File: config.mk
export PLATFORM = sky130hd
export DESIGN_NAME = srambank_ctrl_256x4x20
export DESIGN_NICKNAME = d
export VERILOG_FILES = /design/src/rtl/srambank_pkg.sv /design/src/rtl/srambank_rsp_fifo.sv /design/src/rtl/srambank_ctrl_256x4x20.sv
export SDC_FILE = /design/constraint.sdc
export NUM_CORES = 1
export LEC_CHECK = 0
export BUFFER_PORTS_ARGS = -buffer_cell sky130_fd_sc_hd__buf_4
export CAP_MARGIN = 10
export CORE_ASPECT_RATIO = 0.9
export CORE_MARGIN = 4
export CORE_UTILIZATION = 30
export CTS_BUF_LIST = sky130_fd_sc_hd__clkbuf_4
export CTS_CLUSTER_DIAMETER = 200
export DETAILED_ROUTE_END_ITERATION = 7
export SLEW_MARGIN = 20
export SYNTH_ARGS = -nofsm -noshare
export SYNTH_HDL_FRONTEND = slang
export SYNTH_SLANG_ARGS = --single-unit
File: constraint.sdc
create_clock -name clk -period 2.3 [get_ports clk]
set_input_delay 0 -clock clk [delete_from_list [all_inputs] [get_ports clk]]
set_output_delay 0 -clock clk [all_outputs]
set_load 0.02 [all_outputs]
File: src/rtl/srambank_pkg.sv
// Shared constants, request type and pointer helper for the 1024x20 SRAM bank front end.
package srambank_pkg;

    localparam int unsigned SRAM_ADDR_W = 10;
    localparam int unsigned SRAM_DATA_W = 20;

    typedef struct packed {
        logic                   write;
        logic [SRAM_ADDR_W-1:0] addr;
        logic [SRAM_DATA_W-1:0] wdata;
    } srambank_req_t;

    // Explicit wrap compare so non-power-of-2 depths work.
    function automatic int unsigned wrap_inc(input int unsigned ptr, input int unsigned depth);
        return (ptr == depth - 1) ? 0 : ptr + 1;
    endfunction

endpackage

File: src/rtl/srambank_rsp_fifo.sv
// Response FIFO: in-order buffer for read data; control state is reset, storage is not.
module srambank_rsp_fifo
    import srambank_pkg::*;
#(
    parameter int unsigned DATA_W = SRAM_DATA_W,
    parameter int unsigned DEPTH  = 4
) (
    input  logic                       clk,
    input  logic                       rst_n,
    input  logic                       push_i,
    input  logic [DATA_W-1:0]          push_data_i,
    input  logic                       pop_i,
    output logic [$clog2(DEPTH+1)-1:0] cnt_o,
    output logic [DATA_W-1:0]          head_o
);

    localparam int unsigned CntW = $clog2(DEPTH + 1);
    localparam int unsigned PtrW = (DEPTH > 1) ? $clog2(DEPTH) : 1;

    logic [DATA_W-1:0] mem_q [DEPTH];
    logic [PtrW-1:0]   wr_ptr_q, wr_ptr_d;
    logic [PtrW-1:0]   rd_ptr_q, rd_ptr_d;
    logic [CntW-1:0]   cnt_q, cnt_d;

    always_comb begin
        wr_ptr_d = wr_ptr_q;
        rd_ptr_d = rd_ptr_q;
        cnt_d    = cnt_q;
        if (push_i) begin
            wr_ptr_d = PtrW'(wrap_inc(32'(wr_ptr_q), DEPTH));
        end
        if (pop_i) begin
            rd_ptr_d = PtrW'(wrap_inc(32'(rd_ptr_q), DEPTH));
        end
        unique case ({push_i, pop_i})
            2'b10:   cnt_d = cnt_q + CntW'(1);
            2'b01:   cnt_d = cnt_q - CntW'(1);
            default: cnt_d = cnt_q;
        endcase
    end

    always_ff @(posedge clk or negedge rst_n) begin
        if (!rst_n) begin
            wr_ptr_q <= '0;
            rd_ptr_q <= '0;
            cnt_q    <= '0;
        end else begin
            wr_ptr_q <= wr_ptr_d;
            rd_ptr_q <= rd_ptr_d;
            cnt_q    <= cnt_d;
        end
    end

    always_ff @(posedge clk) begin
        if (push_i) begin
            mem_q[wr_ptr_q] <= push_data_i;
        end
    end

    assign cnt_o  = cnt_q;
    assign head_o = mem_q[rd_ptr_q];

    // Upstream credit accounting must never let a push land on a full FIFO.
    a_no_overflow: assert property (@(posedge clk) disable iff (!rst_n)
        !(push_i && (cnt_q == CntW'(DEPTH))));

endmodule

File: src/rtl/srambank_ctrl_256x4x20.sv
// Request/response front end for the 1024x20 SRAM bank: drives bank pins, buffers read data.
module srambank_ctrl_256x4x20
    import srambank_pkg::*;
#(
    parameter int unsigned ADDR_W    = SRAM_ADDR_W,
    parameter int unsigned DATA_W    = SRAM_DATA_W,
    parameter int unsigned RSP_DEPTH = 4
) (
    input  logic              clk,
    input  logic              rst_n,
    input  logic              req_valid,
    output logic              req_ready,
    input  logic              req_write,
    input  logic [ADDR_W-1:0] req_addr,
    input  logic [DATA_W-1:0] req_wdata,
    output logic              rsp_valid,
    input  logic              rsp_ready,
    output logic [DATA_W-1:0] rsp_rdata,
    output logic [ADDR_W-1:0] ADDRESS,
    output logic [DATA_W-1:0] wd,
    output logic              banksel,
    output logic              read,
    output logic              write,
    input  logic [DATA_W-1:0] dataout,
    output logic              idle
);

    localparam int unsigned CntW = $clog2(RSP_DEPTH + 1);

    logic            acc;
    logic            rd_pend_q, rd_pend_d;
    logic [CntW-1:0] cnt;

    always_comb begin
        // Credits count buffered data plus the read whose data arrives this cycle.
        req_ready = (32'(cnt) + 32'(rd_pend_q)) < RSP_DEPTH;
        // req_ready stays high during reset, so the bank is kept quiet by gating here.
        acc       = req_valid & req_ready & rst_n;
        banksel   = acc;
        read      = acc & ~req_write;
        write     = acc & req_write;
        ADDRESS   = req_addr;
        wd        = req_wdata;
        rd_pend_d = acc & ~req_write;
        rsp_valid = (cnt != '0);
        idle      = ~rd_pend_q & (cnt == '0);
    end

    always_ff @(posedge clk or negedge rst_n) begin
        if (!rst_n) begin
            rd_pend_q <= 1'b0;
        end else begin
            rd_pend_q <= rd_pend_d;
        end
    end

    srambank_rsp_fifo #(
        .DATA_W (DATA_W),
        .DEPTH  (RSP_DEPTH)
    ) u_rsp_fifo (
        .clk         (clk),
        .rst_n       (rst_n),
        .push_i      (rd_pend_q),
        .push_data_i (dataout),
        .pop_i       (rsp_valid & rsp_ready),
        .cnt_o       (cnt),
        .head_o      (rsp_rdata)
    );

endmodule

==> impl_metrics.ini <==
[critical_path]
r2r_end = u_rsp_fifo.cnt_o[2]
reg2regPathDepth = 9
arrival_ns = 1.97
startpoint_type = register
worstPathMaxFanout = 23
worstReg2RegStart = u_rsp_fifo.cnt_o[0]
reg2reg_setup_slack_ns = 0.40
cp-end-kind = primary output
crit_type = register to primary output
cp.required_ns = 2.30

[cells_and_area]
seq_area_um2 = 2610
syn_to_final_growth_pct = 21.3
fin_area_um2 = 4360
fin_nets = 301
num_antenna_cells = 0
multi_input_area_um2 = 704
drive_gt1_share_pct = 40.2
fillCellCount = 1088

[drt]
drt_pass1_iterations = 4
drc_errors = 0
vias = 1697
wl_per_cell_um = 15.6
wl_um = 6220
drt_iter0_markers = 148
final_antenna_net_count = 0
vias_per_cell = 4.24

[synth]
synth_fa_ha_area_share_pct = 2.65
synthCells = 180
synth_common_cells = edfxtp_1 (80), buf_4 (30), mux4_2 (20)
syn_nets = 242
synth-xor-area-share_pct = 0.731
ys_async_sr_fraction_pct = 9.09
ys_ff_latch = 88
yosys-top-cells-area = edfxtp_1 (67%), mux4_2 (13%), buf_4 (6.3%), dfrtp_1 (5.6%), ha_1 (2.1%)
ys_seq_area_share_pct = 72.4
synth.avg_cell_area_um2 = 20.0
synth_top_family_by_area = multiplexers
muxShareOfSynthArea_pct = 13.4
synth_edf_count = 80
synth_top_area_cell = edfxtp_1
synth_most_common_cell = edfxtp_1
synth_ff_type = edfxtp_1
synth_cell_type_count = 25
synth_compound_area_share_pct = 0.452
yosysWarnings = 0
syn_area_um2 = 3590
synthSimpleGateAreaFrac_pct = 2.33
yosysTopAreaCellShare_pct = 66.8

[clock_network]
h-tree-depth = 3
cts_tree = done
cts.sinks = 88
cts_setup_buffers = 0
numCtsBuffers = 9
clock_latency_ns = 0.42
cts.clk_slew.worst_paths_ns = 0.14
cts_max_path_buffers = 2
clockRootBuffer = clkbuf_4

[timing]
final.setup_skew_ns = 0.0183
worst_slew_pin_slew_ns = 0.479
finalMaxSlewViolations = 0
rsz0062_at_grt = no
fmax_mhz = 509
setup_slack_ns = 0.335
tns_ns = 0
worst_slew_margin_rel_pct = 68.1
finalCritPeriodShare_pct = 85.4
setup_viol = 0
hold_viol_final = 0
timing.final.crit_period_ns = 1.97

[hold_path]
whs_path_depth = 0
hp-start = req_wdata[4]
hold_class = input pin to primary output
whs_endpoint = wd[4]

[place]
place_ws_ns = 0.415
io_buffers = 50
dp_hpwl_um = 4140
gp_congestion = 0.712
place_area_um2 = 3990

[floorplan]
die_w_um = 123
ios = 111
fp-row-count = 37
floorplan.initialDensity_pct = 31.1
dieArea_um2 = 13800
coreArea_um2 = 11600
die-height_um = 112

[power]
p_total_uw = 4270
power.density_nw_per_um2 = 979
vdd_drop_max_uv = 302
static-leakage-power_uw = 0.00156

[job]
maxCapViolations = 0

[global_routing]
grtUsageTotal_pct = 9.49
antenna_found_initial = 0
grt_pass1_vias = 1856
globalRouteOverflowTotal = 0
grt_pass1_wl_um = 9800
grt_max_degree = 24

[status]
status = finished clean
what timing repair did:
action                                  in CTS  in global routing
hold buffers                                25                  0
resized for setup                            0                  1
endpoints found under the setup margin       0                  5
hold endpoints to repair                    91                  0
worst max path at each step:
stage | slack [ns] | endpoint | startpoint
3_3_place_gp | 0.45 | u_rsp_fifo.cnt_o[2] | u_rsp_fifo.cnt_o[0]
6_report | 0.33 | rsp_rdata[15] | u_rsp_fifo.rd_ptr_q[0]
4_1_cts | 0.07 | rsp_rdata[17] | u_rsp_fifo.rd_ptr_q[0]
3_5_place_dp | 0.41 | u_rsp_fifo.cnt_o[2] | u_rsp_fifo.cnt_o[0]
2_1_floorplan | 0.46 | u_rsp_fifo.cnt_o[2] | u_rsp_fifo.cnt_o[0]
5_1_grt | 0.18 | rsp_rdata[17] | u_rsp_fifo.rd_ptr_q[0]
sequential cells by signal (all words and copies together) (netlist names):
name                 count
u_rsp_fifo.rd_ptr_q      2
u_rsp_fifo.wr_ptr_q      2
rd_pend_q                1
u_rsp_fifo.mem_q        80
u_rsp_fifo.cnt_o         3
routing by layer:
metal	global-route usage, %	up-vias	share of wire [%]	routed length [µm]
met3	3.86	15	7.4	458
met2	14.7	54	48	2970
met4	3.03	0	1.6	100
met5	0	-	0	0
li1	-	777	-	-
met1	12.1	851	43	2690
placed cells by master (no fill, tap or decap), types with 2 or more instances in the layout:
| cell type | instances |
|---|---|
| and2_1 | 5 |
| buf_12 | 2 |
| buf_4 | 56 |
| clkbuf_4 | 10 |
| clkinv_2 | 2 |
| clkinvlp_4 | 2 |
| dfrtp_1 | 7 |
| dlygate4sd3_1 | 25 |
| edfxtp_1 | 80 |
| ha_1 | 6 |
| inv_1 | 6 |
| inv_6 | 2 |
| mux2_1 | 2 |
| mux4_2 | 20 |
| nor2_1 | 3 |
| o21ai_0 | 2 |
| xor2_1 | 2 |
through the flow:
step / util, % / cells / hold slack, ns
floorplan: - / 180 / -0.296
global placement: 34.5 / 359 / -0.168
detailed placement: 34.5 / 359 / -0.167
CTS: 37.7 / 400 / 0.000137
global route: 37.7 / 400 / 0.0000292
finish: 37.7 / 400 / 0.00000881
layout make-up:
class	instances	area share (%)
inverter	7	0.603
multi-input combinational	50	16.2
timing repair buffer	83	16.3
clock buffer	10	1.72
tap	156	4.48
clock inverter	6	0.976
sequential	88	59.8
power by group:
group / switching, µW / internal, µW / total [µW]
Sequential: 209 / 1870 / 2080
Combinational: 670 / 773 / 1440
Clock: 510 / 238 / 749
Total: 1390 / 2880 / 4270
logic make-up (layout without fill, tap and decap cells):
logic type | Yosys count | in the layout
adders and majority gates | 7 | 7
AOI/OAI and AO/OA | 3 | 3
and+or+nand+nor | 14 | 14
muxes | 23 | 23
buffers and inverters | 42 | 106
DFF | 88 | 88
xor gates and xnor gates | 3 | 3
worst max-delay path, cell delays in order (launching register included):
cell	delay, ns
dfrtp_4	0.75
mux4_2	0.60
buf_4	0.18
No activity file was read; power rests on OpenSTA's default activity.
